<file path="src/rtl/alu_op_sequencer_if.sv">
// Command, ALU and result bundle between a host, the sequencer and the external
// combinational ALU.
interface alu_op_sequencer_if #(
    parameter int unsigned WIDTH = 16
);
    logic             cmd_valid;
    logic             cmd_ready;
    logic [2:0]       cmd_op;
    logic [WIDTH-1:0] cmd_a;
    logic [WIDTH-1:0] cmd_b;
    logic [2:0]       alu_op;
    logic [WIDTH-1:0] alu_in1;
    logic [WIDTH-1:0] alu_in2;
    logic [WIDTH-1:0] alu_out;
    logic             res_valid;
    logic             res_ready;
    logic [WIDTH-1:0] res_data;
    logic             res_err;
    logic             busy;

    // Sequencer side.
    modport slave (
        input  cmd_valid, cmd_op, cmd_a, cmd_b, alu_out, res_ready,
        output cmd_ready, alu_op, alu_in1, alu_in2, res_valid, res_data, res_err, busy
    );

    // Host / ALU side.
    modport master (
        output cmd_valid, cmd_op, cmd_a, cmd_b, alu_out, res_ready,
        input  cmd_ready, alu_op, alu_in1, alu_in2, res_valid, res_data, res_err, busy
    );
endinterface

</file>
<file path="src/rtl/alu_op_sequencer.sv">
// Command-level controller for an external combinational ALU. Logic ops, ADD
// and SUB take one EXEC cycle; MUL runs WIDTH shift-add passes through the
// ALU adder; reserved opcodes return an error result immediately.
module alu_op_sequencer #(
    parameter int unsigned WIDTH  = 16,
    parameter bit          MUL_EN = 1'b1
) (
    input logic                clk,
    input logic                rst_n,
    alu_op_sequencer_if.slave  bus
);
    localparam int unsigned CW = $clog2(WIDTH + 1);

    typedef enum logic [1:0] {
        IDLE,
        EXEC,
        MUL_STEP,
        DONE
    } state_t;

    state_t           r_state;
    state_t           w_next;
    logic [2:0]       r_op;
    logic [WIDTH-1:0] r_a;      // operand A, doubles as the shifting multiplicand
    logic [WIDTH-1:0] r_b;      // operand B, doubles as the shifting multiplier
    logic [WIDTH-1:0] r_acc;
    logic [WIDTH-1:0] r_data;
    logic             r_err;
    logic [CW-1:0]    r_cnt;

    logic             w_accept;
    logic             w_reserved;
    logic             w_is_mul;
    logic             w_last;
    logic [2:0]       w_alu_op;
    logic [WIDTH-1:0] w_alu_in1;
    logic [WIDTH-1:0] w_alu_in2;

    assign w_accept   = (r_state == IDLE) && bus.cmd_valid;
    assign w_is_mul   = (bus.cmd_op == 3'b110) && MUL_EN;
    assign w_reserved = (bus.cmd_op == 3'b111) || ((bus.cmd_op == 3'b110) && !MUL_EN);
    assign w_last     = (r_cnt == CW'(WIDTH - 1));

    assign bus.cmd_ready = (r_state == IDLE);
    assign bus.busy      = (r_state != IDLE);
    assign bus.res_valid = (r_state == DONE);
    assign bus.res_data  = r_data;
    assign bus.res_err   = r_err;
    assign bus.alu_op    = w_alu_op;
    assign bus.alu_in1   = w_alu_in1;
    assign bus.alu_in2   = w_alu_in2;

    // State register.
    always_ff @(posedge clk) begin
        if (!rst_n) begin
            r_state <= IDLE;
        end else begin
            r_state <= w_next;
        end
    end

    // Next-state decode and ALU operand steering; ALU inputs idle at zero.
    always_comb begin
        w_next    = r_state;
        w_alu_op  = 3'b000;
        w_alu_in1 = '0;
        w_alu_in2 = '0;
        case (r_state)
            IDLE: begin
                if (w_accept) begin
                    if (w_reserved) begin
                        w_next = DONE;
                    end else if (w_is_mul) begin
                        w_next = MUL_STEP;
                    end else begin
                        w_next = EXEC;
                    end
                end
            end
            EXEC: begin
                w_alu_op  = r_op;
                w_alu_in1 = r_a;
                w_alu_in2 = r_b;
                w_next    = DONE;
            end
            MUL_STEP: begin
                w_alu_op  = 3'b100;
                w_alu_in1 = r_acc;
                w_alu_in2 = r_b[0] ? r_a : '0;
                if (w_last) begin
                    w_next = DONE;
                end
            end
            DONE: begin
                if (bus.res_ready) begin
                    w_next = IDLE;
                end
            end
            default: w_next = IDLE;
        endcase
    end

    // Operand latch, multiply iteration and result capture.
    always_ff @(posedge clk) begin
        if (!rst_n) begin
            r_op   <= 3'b000;
            r_a    <= '0;
            r_b    <= '0;
            r_acc  <= '0;
            r_data <= '0;
            r_err  <= 1'b0;
            r_cnt  <= '0;
        end else begin
            case (r_state)
                IDLE: begin
                    if (w_accept) begin
                        r_op  <= bus.cmd_op;
                        r_a   <= bus.cmd_a;
                        r_b   <= bus.cmd_b;
                        r_acc <= '0;
                        r_cnt <= '0;
                        if (w_reserved) begin
                            r_data <= '0;
                            r_err  <= 1'b1;
                        end
                    end
                end
                EXEC: begin
                    r_data <= bus.alu_out;
                    r_err  <= 1'b0;
                end
                MUL_STEP: begin
                    r_acc <= bus.alu_out;
                    r_a   <= r_a << 1;
                    r_b   <= r_b >> 1;
                    r_cnt <= r_cnt + CW'(1);
                    if (w_last) begin
                        r_data <= bus.alu_out;
                        r_err  <= 1'b0;
                    end
                end
                default: ;
            endcase
        end
    end
endmodule
</file>
<file path="src/flat_wrapper.sv">
// flat-port wrapper written by rule: the top's interface ports become plain ports
module alu_op_sequencer_flat 
#(
    parameter int unsigned WIDTH  = 16,
    parameter bit          MUL_EN = 1'b1
)
  (clk, rst_n, bus_cmd_valid, bus_cmd_op, bus_cmd_a, bus_cmd_b, bus_alu_out, bus_res_ready, bus_cmd_ready, bus_alu_op, bus_alu_in1, bus_alu_in2, bus_res_valid, bus_res_data, bus_res_err, bus_busy);
  alu_op_sequencer_if #(.WIDTH(WIDTH)) bus_i ();
  input logic clk;
  input logic rst_n;
  input wire logic [$bits(bus_i.cmd_valid)-1:0] bus_cmd_valid;
  input wire logic [$bits(bus_i.cmd_op)-1:0] bus_cmd_op;
  input wire logic [$bits(bus_i.cmd_a)-1:0] bus_cmd_a;
  input wire logic [$bits(bus_i.cmd_b)-1:0] bus_cmd_b;
  input wire logic [$bits(bus_i.alu_out)-1:0] bus_alu_out;
  input wire logic [$bits(bus_i.res_ready)-1:0] bus_res_ready;
  output wire logic [$bits(bus_i.cmd_ready)-1:0] bus_cmd_ready;
  output wire logic [$bits(bus_i.alu_op)-1:0] bus_alu_op;
  output wire logic [$bits(bus_i.alu_in1)-1:0] bus_alu_in1;
  output wire logic [$bits(bus_i.alu_in2)-1:0] bus_alu_in2;
  output wire logic [$bits(bus_i.res_valid)-1:0] bus_res_valid;
  output wire logic [$bits(bus_i.res_data)-1:0] bus_res_data;
  output wire logic [$bits(bus_i.res_err)-1:0] bus_res_err;
  output wire logic [$bits(bus_i.busy)-1:0] bus_busy;
  assign bus_i.cmd_valid = bus_cmd_valid;
  assign bus_i.cmd_op = bus_cmd_op;
  assign bus_i.cmd_a = bus_cmd_a;
  assign bus_i.cmd_b = bus_cmd_b;
  assign bus_i.alu_out = bus_alu_out;
  assign bus_i.res_ready = bus_res_ready;
  assign bus_cmd_ready = bus_i.cmd_ready;
  assign bus_alu_op = bus_i.alu_op;
  assign bus_alu_in1 = bus_i.alu_in1;
  assign bus_alu_in2 = bus_i.alu_in2;
  assign bus_res_valid = bus_i.res_valid;
  assign bus_res_data = bus_i.res_data;
  assign bus_res_err = bus_i.res_err;
  assign bus_busy = bus_i.busy;
  alu_op_sequencer #(.WIDTH(WIDTH), .MUL_EN(MUL_EN)) u_core (.clk(clk), .rst_n(rst_n), .bus(bus_i));
endmodule
</file>
<file path="config.mk">
export PLATFORM = sky130hd
export DESIGN_NAME = alu_op_sequencer_flat
export DESIGN_NICKNAME = d
export VERILOG_FILES = /design/src/rtl/alu_op_sequencer_if.sv /design/src/rtl/alu_op_sequencer.sv /design/src/flat_wrapper.sv
export SDC_FILE = /design/constraint.sdc
export NUM_CORES = 1
export LEC_CHECK = 0
export ABC_AREA = 1
export CORE_ASPECT_RATIO = 1.2
export CORE_MARGIN = 3
export CORE_UTILIZATION = 30
export DETAILED_ROUTE_END_ITERATION = 6
export GPL_TIMING_DRIVEN = 0
export HOLD_SLACK_MARGIN = 0.08
export PLACE_DENSITY = 0.65
export SLEW_MARGIN = 20
export SYNTH_ARGS = -nofsm -noshare
export SYNTH_HDL_FRONTEND = slang
export SYNTH_SLANG_ARGS = --single-unit
</file>
<file path="constraint.sdc">
create_clock -name clk -period 2.1 [get_ports clk]
set_clock_uncertainty 0.15 [all_clocks]
set_input_delay 0.21 -clock clk [delete_from_list [all_inputs] [get_ports clk]]
set_output_delay 0.21 -clock clk [all_outputs]
set_load 0.01 [all_outputs]
</file>
# [After elaboration in Yosys (flattened, before gate mapping)]
# Cells that the tools add are included.
[word_totals] inputBits=55 ff_bits=75 word_cells=54 output_inout_bits=55
[classes] eq_ne=10 n_reduce_logical=9 n_mux=26 n_addsub=1
[ops] cell="one-hot mux 16 bit (2 select lines)" count=5
[ops] cell="2-to-1 mux 16 bit" count=7
[ops] cell="one-hot mux 16 bit (3 select lines)" count=1
[ops] cell="2-to-1 mux 2 bit" count=5
[ops] cell="one-hot mux 5 bit (2 select lines)" count=1
[ops] cell="one-hot mux 2 bit (4 select lines)" count=1
[ops] cell="equality test 3 bit (second input constant)" count=2
[ops] cell="inequality test 2 x 1 -> 1 bit (second input constant)" count=3
[ops] cell="one-hot mux 3 bit (2 select lines)" count=1
[ops] cell="adder 5 x 1 -> 5 bit (second input constant)" count=1
[ops] cell="equality test 5 x 4 -> 1 bit (second input constant)" count=1
[ops] cell="2-to-1 mux 5 bit" count=1
[ops] cell="equality test 2 bit (second input constant)" count=2
[ops] cell="AND reduction 2 bit" count=2
[ops] cell="AND reduction 4 bit" count=1
[ops] cell="nonzero test 2 bit" count=2
[ops] cell="2-to-1 mux 1 bit" count=3
[ops] cell="one-hot mux 1 bit (3 select lines)" count=1
[ops] cell="AND reduction 3 bit" count=1
[ops] cell="nonzero test 3 bit" count=1
[ops] cell="equality test 2 x 1 -> 1 bit (second input constant)" count=1
[ops] cell="logical NOT 2 bit" count=1
[ops] cell="inequality test 2 bit (second input constant)" count=1
[ops] cell="logical AND 1 bit" count=1

# [Depth between registers and ports, before layout]
# Gate-level depths: netlist (run 1).
[logic_depth] ltp_word=5 mapped_depth=12 mapped_depth_nobuf=12

# [Worst setup path after synthesis (run 1)]
# Ideal clock, no wire load.
[synth_path] kind="register to output" from="register u_core.r_state[0]" to="output bus_alu_in1[12]" path_stages_with_launch=7 arrival_ps=1352 required_ps=1740 path_slack_ps=388 path_buffers=2 path_cell_list="dfxtp_1 -> inv_1 -> ha_1 -> buf_2 -> clkbuf_1 -> nand3_1 -> o21ai_0"
[synth_between] elab_chain_len=2
[synth_lines] item="start: declaration" line_no="alu_op_sequencer.sv:21" rtl="state_t r_state;"
[synth_lines] item="start signal: assignment" line_no="alu_op_sequencer.sv:58" rtl="r_state <= w_next;"
[synth_lines] item="equality test 2 bit / equality test 2 x 1 -> 1 bit (equally long branches)" line_no="alu_op_sequencer.sv:68" rtl="case (r_state)"
[synth_lines] item="one-hot mux 16 bit (2 select lines) *" line_no="alu_op_sequencer.sv:68"
[synth_lines] item="end: declaration" line_no="flat_wrapper.sv:19" rtl="output wire logic [$bits(bus_i.alu_in1)-1:0] bus_alu_in1;"
# Every way passes the cells marked *; elsewhere a longest branch is shown, timed or not.

# [Worst setup path in the final report (run 1)]
[layout_path] from="register u_core.r_state[1]" to="output bus_alu_in2[11]"
[layout_between] elab_chain_len=2
[layout_lines] item="equality test 2 bit / equality test 2 x 1 -> 1 bit (equally long branches)" line_no="alu_op_sequencer.sv:68"
[layout_lines] item="one-hot mux 16 bit (2 select lines) *" line_no="alu_op_sequencer.sv:68"
[layout_lines] item="end: declaration" line_no="flat_wrapper.sv:20" rtl="output wire logic [$bits(bus_i.alu_in2)-1:0] bus_alu_in2;"
# Marked as above.

==> flow_metrics.tcl, run 1 <==
set metrics [dict create \
    status "finished clean" \
    numPortBuffers 109 \
    cp_slowest_cell "dfxtp_2" \
    cts_sinks 75 \
    antenna_found_initial 0 \
    clockBufferDepth 2 \
    cts_tree "built" \
    fp.dieW_um 106 \
    worstSetupPathType "reg -> out" \
    min_path_cells 2 \
    synth_nets 570 \
    crit_chain "inv_2 > ha_4 > buf_6 > buf_4 > nand2_4 > o21ai_1 > buf_2" \
    grt_max_degree 14 \
    vias_per_cell 5.00 \
    finalSetupViolations 0 \
    rsz0062_at_grt "yes" \
    synth-main-ff-cell "dfxtp_1" \
    rows 43 \
    syn_avg_cell_area_um2 7.14 \
    fp.dieArea_um2 13400 \
    n_antenna_cell 0 \
    p_leak_nw 2.06 \
    ys_warn_count 0 \
    track_usage_pct 18.4 \
    grt_pass1_wl_um 19900 \
    area_growth_pct 51.7 \
    r2r_cells 8 \
    dp_hpwl_um 9310 \
    drt_first_pass_iters 5 \
    synth_cells 508 \
    fmax_ghz 0.477 \
    cts_buffers 9 \
    postRouteAntennaNets 0 \
    synth_cell_types 26 \
    hold_viol_final 0 \
    netlist_area_um2 3630 \
    maxCapViolCount 0 \
    fin_cells 802 \
    finalPower_w 0.00650 \
    seq_area_frac_synth_pct 41.4 \
    drt_iter0_drc 239 \
    finalNetCount 703 \
    finalCritPeriodShare_pct 99.8 \
    initial_core_util_pct 31.1 \
    htreeDepth 3 \
    grt_overflow_total 0 \
    clkLatencyLatePin_ns 0.34 \
    fin_crit_ns 2.10 \
    grt_pass1_vias 3898 \
    required_ns 1.74 \
    endpoint_kind "primary output" \
    gp_congestion 0.859 \
    synth_edf_count 0 \
    pin_count 110 \
    cp-start-kind "register" \
    fill_cells 1171 \
    crit_arrival_ns 1.74 \
    wl_per_cell_um 15.8 \
    root_buffer "clkbuf_16" \
    relSlewSlack_pct 65.6 \
    drive_above_1_share_pct 21.4 \
    clk_pin_slew_ns 0.06 \
    core_um2 11700 \
    max_stage_delay_ns 0.34 \
    vdd_ir_drop_max_mv 0.482 \
    wl_um 12700 \
    ys_seq_elements 75 \
    synthArstFlopShare_pct 0 \
    slew_viol_final 0 \
    worstHoldPathType "reg -> reg" \
    fp.dieH_um 126 \
    crit_fanout 9 \
    post-place-cells 774 \
    route.vias.total 4014 \
    drc 0 \
    cellPowerDensity_nw_per_um2 1180 \
    tightest_slew_ns 0.516 \
]
==> logic make-up after synthesis <==
kind of cell / Yosys count / share of synthesized area [%]
compound gates: 131 / 19.8
fa+ha+maj: 7 / 2.42
buf+inv: 61 / 8.83
flops: 75 / 41.4
simple gates: 234 / 27.6
==> cell usage in the layout, fill, tap and decap left out, drive strengths merged <==
| master | Yosys | layout |
|---|---|---|
| nand2 | 177 | 177 |
| or2 | 1 | 1 |
| clkdlybuf4s50 | 0 | 73 |
| a21oi | 55 | 55 |
| nor3 | 1 | 1 |
| dfxtp | 75 | 75 |
| inv | 25 | 26 |
| clkdlybuf4s15 | 0 | 5 |
| o21ai | 45 | 45 |
| nor2 | 10 | 10 |
| ha | 7 | 7 |
| bufinv | 0 | 3 |
| clkbuf | 14 | 22 |
| a31oi | 30 | 30 |
| buf | 22 | 65 |
| clkinv | 0 | 2 |
| o22ai | 1 | 1 |
| nand3 | 28 | 28 |
| dlygate4sd2 | 0 | 2 |
| nand4 | 17 | 17 |
==> routing by layer <==
| layer | wire, um | share of wire [%] | global-route usage, % |
|---|---|---|---|
| met4 | 354 | 2.8 | 9.53 |
| met2 | 6090 | 48 | 30.4 |
| met5 | 0 | 0 | 0 |
| met3 | 801 | 6.3 | 2.85 |
| met1 | 5420 | 43 | 23.1 |
==> where the power goes <==
part	internal (W)	switching [W]
Combinational	0.00123	0.00163
Clock	0.00116	0.000608
Sequential	0.00167	0.000193
==> state kept, by name, indices dropped and copies added (netlist names) <==
| name | flops |
|---|---|
| u_core.r_state | 2 |
| u_core.r_op | 3 |
| u_core.r_a | 16 |
| u_core.bus.res_data | 16 |
| u_core.r_acc | 16 |
| u_core.bus.res_err | 1 |
| u_core.r_cnt | 5 |
| u_core.r_b | 16 |
==> synthesized netlist by cell type, types with 3 or more instances <==
master | instances | area (um2)
dfxtp_1 | 75 | 1500
ha_1 | 7 | 87.6
buf_4 | 5 | 37.5
nand4_1 | 17 | 106
nand3_1 | 27 | 135
buf_6 | 8 | 90.1
a31oi_1 | 30 | 188
inv_1 | 21 | 78.8
inv_2 | 3 | 11.3
clkbuf_1 | 14 | 52.6
o21ai_0 | 42 | 210
nor2_1 | 9 | 33.8
buf_2 | 8 | 40.0
nand2_1 | 173 | 649
a21oi_1 | 55 | 275
==> final cells by class <==
class | instances | area, um2 | share of cell area, %
Tap cell | 157 | 196 | 3.57
Inverter | 25 | 96.3 | 1.75
Multi-Input combinational cell | 372 | 1970 | 35.8
Buffer | 35 | 329 | 5.98
Sequential cell | 75 | 1500 | 27.3
Clock buffer | 9 | 225 | 4.10
Timing Repair Buffer | 123 | 1070 | 19.4
Clock inverter | 6 | 113 | 2.05
==> critical path: cells and delay by family (launching register included) <==
family	cells	cell delay, ns
flip-flops	1	0.34
AND/OR/NAND/NOR	1	0.10
AO/OA/AOI/OAI	1	0.19
adder cells (fa/ha/maj)	1	0.32
buffers and inverters	4	0.45
==> final timing paths <==
path | endpoint | from | slack (ns)
max | bus_alu_in2[11] | u_core.r_state[1]$_SDFFE_PN0P_ | 0.004
min reg2reg | u_core.r_op[0]$_SDFFE_PN0P_ | u_core.r_op[0]$_SDFFE_PN0P_ | 0.30
min | u_core.r_op[0]$_SDFFE_PN0P_ | u_core.r_op[0]$_SDFFE_PN0P_ | 0.30
max reg2reg | u_core.r_a[6]$_SDFFE_PN0P_ | u_core.r_state[1]$_SDFFE_PN0P_ | 0.21
==> stage by stage <==
step | cell area, um2 | TNS (ns) | hold WS (ns) | utilization [%] | setup WS (ns)
6_report | 5500 | 0 | 0.303 | 47.1 | 0.00435
5_1_grt | 5500 | -0.948 | 0.312 | 47.1 | -0.0727
4_1_cts | 5420 | -0.516 | 0.294 | 46.4 | -0.0580
3_5_place_dp | 4910 | -13.76 | 0.299 | 42.1 | -0.519
3_3_place_gp | 4910 | -12.50 | 0.293 | 42.1 | -0.512
2_1_floorplan | 3630 | 0 | 0.203 | - | 0.388
==> what timing repair did <==
| action | CTS | global route |
|---|---|---|
| gates resized for setup | 214 | 18 |
| hold buffers | 0 | 0 |
| setup endpoints to repair | 36 | 26 |
| setup buffers | 11 | 2 |
| pin swaps | 4 | 8 |
| gates cloned | 0 | 1 |
Note: power is estimated with default switching activity, not from simulation.
==> run 2, diff against run 1 <==
--- a/config.mk
+++ b/config.mk
@@ -6,13 +6,15 @@
 export NUM_CORES = 1
 export LEC_CHECK = 0
 export ABC_AREA = 1
+export CELL_PAD_IN_SITES_DETAIL_PLACEMENT = 1
+export CELL_PAD_IN_SITES_GLOBAL_PLACEMENT = 1
 export CORE_ASPECT_RATIO = 1.2
 export CORE_MARGIN = 3
 export CORE_UTILIZATION = 30
 export DETAILED_ROUTE_END_ITERATION = 6
 export GPL_TIMING_DRIVEN = 0
 export HOLD_SLACK_MARGIN = 0.08
-export PLACE_DENSITY = 0.65
+export PLACE_DENSITY = 0.84
 export SLEW_MARGIN = 20
 export SYNTH_ARGS = -nofsm -noshare
 export SYNTH_HDL_FRONTEND = slang
==> run 2 against run 1 <==
Compared with the run above:
- critical path depth shrank 1
- fmax up 0.89%
- via count grew 3.0%
- clock power increased by 3%
- utilization fell by 0.054 points
- register-to-register slack got worse by 0.08 ns
- cell area down 0.11%
- critical path type unchanged
- critical endpoint is now bus_alu_op[1]
- largest power group unchanged
==> flow_metrics.tcl, run 2 (synthesis results as in run 1) <==
set metrics [dict create \
    cts_buffers 9 \
    vdd_ir_drop_max_mv 0.432 \
    root_buffer "clkbuf_16" \
    clockBufferDepth 2 \
    track_usage_pct 21.7 \
    crit_chain "inv_4 > ha_4 > buf_12 > nand2_4 > nor2_1 > clkdlybuf4s15_1" \
    slew_viol_final 0 \
    endpoint_kind "primary output" \
    critPathLaunch "u_core.r_state[1]$_SDFFE_PN0P_" \
    numPortBuffers 109 \
    area_growth_pct 51.5 \
    cts_tree "built" \
    status "finished clean" \
    fp.dieW_um 106 \
    grt_pass1_vias 4438 \
    cp_slowest_cell "dfxtp_4" \
    hold_viol_final 0 \
    cellPowerDensity_nw_per_um2 1220 \
    required_ns 1.74 \
    drive_above_1_share_pct 20.4 \
    clkLatencyLatePin_ns 0.35 \
    setup_slack_ns 0.0228 \
    fp.dieH_um 126 \
    finalNetCount 698 \
    tns_ns 0 \
    dp_hpwl_um 10500 \
    fin_crit_ns 2.08 \
    crit_arrival_ns 1.72 \
    wl_um 15000 \
    worstHoldPathType "in -> reg" \
    cp-start-kind "register" \
    antenna_found_initial 0 \
    gp_congestion 0.823 \
    grt_overflow_total 0 \
    core_um2 11700 \
    max_stage_delay_ns 0.37 \
    postRouteAntennaNets 0 \
    initial_core_util_pct 31.1 \
    finalSetupViolations 0 \
    holdCritStartpoint "bus_cmd_b[6]" \
    r2r_start "u_core.r_cnt[0]$_SDFFE_PN0P_" \
    final_cell_mix "171 x nand2_1, 73 x clkdlybuf4s50_1, 73 x dfxtp_1" \
    crit_fanout 9 \
    tightest_slew_ns 0.541 \
    n_antenna_cell 0 \
    fp.dieArea_um2 13400 \
    rows 43 \
    rsz0062_at_grt "yes" \
    grt_pass1_wl_um 23100 \
    place_ws_ns -0.594 \
    route.vias.total 4134 \
    worstSetupPathType "reg -> out" \
    critPathBufInv 3 \
    grt_max_degree 14 \
    clk_pin_slew_ns 0.06 \
    htreeDepth 3 \
    finalCritPeriodShare_pct 98.9 \
    drt_first_pass_iters 4 \
    wl_per_cell_um 18.8 \
    fin_util_pct 47.0 \
    maxCapViolCount 0 \
    cp_top_family "buffers and inverters" \
    relSlewSlack_pct 63.9 \
    cts_sinks 75 \
    final_common_cell "nand2_1" \
    pin_count 110 \
    drt_iter0_drc 215 \
    fmax_ghz 0.481 \
    vias_per_cell 5.18 \
    drc 0 \
    p_leak_nw 2.05 \
]
[run 2: per-layer routing]
layer  up-vias  share of wire, %  global-route usage [%]
met4         0               2.9                    9.38
met2       139                52                    39.8
li1       1976                 -                       -
met1      1987                39                    25.1
met5         -                 0                       0
met3        32               5.3                    2.90
[run 2: final cells by class]
type                    instances  area, um2
multi-input cells             372       1970
clock inverters                 6        113
flip-flops and latches         75       1510
fillers                      1443       6180
well taps                     157        196
inverters                      25        101
repair buffers                117       1000
clock buffers                  10        229
plain buffers                  36        369
[run 2: final timing paths]
| check | end | slack [ns] | cells after the start |
|---|---|---|---|
| setup / recovery | bus_alu_op[1] | 0.02 | 6 |
| hold / removal | u_core.r_b[6]$_SDFFE_PN0P_ | 0.30 | 3 |
| setup reg to reg | u_core.bus.res_data[3]$_SDFFE_PN0P_ | 0.13 | 12 |
| hold reg to reg | u_core.r_op[0]$_SDFFE_PN0P_ | 0.32 | 2 |
[run 2: repair_timing]
action,in CTS,in global routing
setup buffers,2,4
setup endpoints to repair,36,30
pin swaps,2,1
cloned,0,2
gates resized for setup,217,25
hold buffers,0,0
[run 2: power breakdown]
group          internal (W)  switching [W]
Clock               0.00117       0.000656
Combinational       0.00127        0.00173
Sequential          0.00168       0.000219
Total               0.00412        0.00261
[run 2: stage by stage]
stage,cell area [um2],total power (W),hold WS (ns),instances
after global placement,4910,0.00410,0.293,774
after floorplan,3630,0.00331,0.203,508
final,5490,0.00673,0.296,798
after detailed placement,4910,0.00420,0.308,774
after CTS,5360,0.00643,0.301,792
after global routing,5490,0.00705,0.319,798
[run 2: worst min-delay path: cells and delay by family]
family                 cells  cell delay, ns
buffers and inverters      1            0.40
and+or+nand+nor            1            0.07
AOI/OAI and AO/OA          1            0.07
==> run 3, diff against run 2 <==
--- a/config.mk
+++ b/config.mk
@@ -12,9 +12,10 @@
 export CORE_MARGIN = 3
 export CORE_UTILIZATION = 30
 export DETAILED_ROUTE_END_ITERATION = 6
+export DONT_BUFFER_PORTS = 1
 export GPL_TIMING_DRIVEN = 0
 export HOLD_SLACK_MARGIN = 0.08
-export PLACE_DENSITY = 0.84
+export PLACE_DENSITY = 0.67
 export SLEW_MARGIN = 20
 export SYNTH_ARGS = -nofsm -noshare
 export SYNTH_HDL_FRONTEND = slang
==> run 3 against run 2 <==
Compared with the run above:
- combinational power shrank 9.6%
- sequential power is essentially flat
- cell area shrank 4.8%
- power shrank 7.8%
- critical path type unchanged
- largest cell class unchanged
==> flow_metrics.tcl, run 3 (synthesis results as in run 1) <==
set metrics [dict create \
    p_leak_nw 1.79 \
    antenna_found_initial 0 \
    route.vias.total 3788 \
    core_um2 11700 \
    grt_max_degree 13 \
    clkLatencyLatePin_ns 0.34 \
    cp-start-kind "register" \
    r2r-end "u_core.r_a[14]$_SDFFE_PN0P_" \
    finalCritPeriodShare_pct 99.2 \
    tns_ns 0 \
    rsz0062_at_grt "yes" \
    root_buffer "clkbuf_16" \
    cellPowerDensity_nw_per_um2 1190 \
    fp.dieW_um 106 \
    track_usage_pct 20.4 \
    htreeDepth 3 \
    fin_crit_ns 2.08 \
    finalPower_w 0.00620 \
    maxCapViolCount 0 \
    endpoint_kind "primary output" \
    r2r_start "u_core.r_state[0]$_SDFFE_PN0P_" \
    fp.dieArea_um2 13400 \
    slew_viol_final 0 \
    vdd_ir_drop_max_mv 0.533 \
    crit_arrival_ns 1.72 \
    critPathLaunch "u_core.r_state[1]$_SDFFE_PN0P_" \
    fin_area_um2 5230 \
    initial_core_util_pct 31.1 \
    fmax_ghz 0.480 \
    drive_above_1_share_pct 19.0 \
    fp.dieH_um 126 \
    required_ns 1.74 \
    postRouteAntennaNets 0 \
    wl_per_cell_um 18.7 \
    endpoint "bus_alu_in2[5]" \
    drc 0 \
    worstHoldPathType "in -> reg" \
    grt_overflow_total 0 \
    crit_fanout 8 \
    area_growth_pct 44.2 \
    gp_congestion 0.814 \
    r2r_cells 8 \
    fin_util_pct 44.8 \
    drt_first_pass_iters 4 \
    final_cell_mix "169 x nand2_1, 73 x dfxtp_1, 55 x dlygate4sd3_1" \
    dp_hpwl_um 9780 \
    cts_sinks 75 \
    place_ws_ns -0.0831 \
    cts_buffers 9 \
    r2r_slack_ns 0.07 \
    grt_pass1_vias 3917 \
    finalNetCount 642 \
    status "finished clean" \
    worstSetupPathType "reg -> out" \
    vias_per_cell 5.11 \
    grt_pass1_wl_um 21600 \
    wl_um 13900 \
    clk_pin_slew_ns 0.05 \
    rows 43 \
    setup_slack_ns 0.0175 \
    final_common_cell "nand2_1" \
    hold_viol_final 0 \
    finalSetupViolations 0 \
    drt_iter0_drc 127 \
    numPortBuffers 0 \
    place_area_um2 3820 \
    pin_count 110 \
    clockBufferDepth 2 \
    cts_tree "built" \
    relSlewSlack_pct 65.8 \
    tightest_slew_ns 0.513 \
    n_antenna_cell 0 \
]
==> run 3: repair_timing <==
action,4_1_cts,5_1_grt
endpoints found under the setup margin,35,34
gates resized for setup,92,49
buffers inserted,0,5
pin swaps,0,5
gates cloned,0,1
hold endpoints to repair,71,0
hold buffers,55,0
==> run 3: power by group <==
group          switching [W]  internal, W  leakage, nW
clock               0.000611     0.000942        0.148
sequential          0.000246      0.00168        0.614
combinational        0.00170      0.00102         1.03
==> run 3: layer usage <==
layer / GRT usage (%) / vias up / share of wire (%) / routed length, um
li1: - / 1855 / - / -
met1: 25.0 / 1828 / 43 / 5900
met2: 35.4 / 95 / 50 / 6970
met3: 5.09 / 10 / 5.9 / 823
met4: 5.64 / 0 / 1.1 / 156
met5: 0 / - / 0 / 0
==> run 3: worst min path at each step <==
stage / from / to / slack [ns] / depth (start not counted)
3_3_place_gp: bus_alu_out[0] / u_core.r_acc[0]$_SDFFE_PN0P_ / 0.21 / 2
3_5_place_dp: bus_alu_out[8] / u_core.r_acc[8]$_SDFFE_PN0P_ / 0.21 / 2
4_1_cts: bus_cmd_op[2] / u_core.r_state[0]$_SDFFE_PN0P_ / 0.09 / 5
6_report: bus_cmd_op[2] / u_core.r_state[0]$_SDFFE_PN0P_ / 0.12 / 5
5_1_grt: bus_cmd_op[2] / u_core.r_state[0]$_SDFFE_PN0P_ / 0.18 / 5
2_1_floorplan: bus_alu_out[0] / u_core.r_acc[0]$_SDFFE_PN0P_ / 0.20 / 2
==> run 3: per-stage QoR <==
step	std cells	hold WS, ns
after global routing	741	0.180
after detailed placement	665	0.212
final	741	0.115
after floorplan	508	0.203
after global placement	665	0.210
after CTS	735	0.0939
==> run 3: cell type report <==
| type | count | area, um2 |
|---|---|---|
| buffer | 36 | 345 |
| clock inverter | 5 | 53.8 |
| sequential | 75 | 1510 |
| multi-input combinational | 372 | 2170 |
| clock buffer | 10 | 239 |
| tap | 157 | 196 |
| inverter | 25 | 104 |
| fill | 1417 | 6450 |
| timing repair buffer | 61 | 613 |
==> run 3: critical path: stages, from the launching register on <==
cell and delay (ns):
dfxtp_4 0.36, clkinvlp_4 0.14, ha_4 0.31, buf_12 0.14, nand3_4 0.17, o21ai_2 0.25
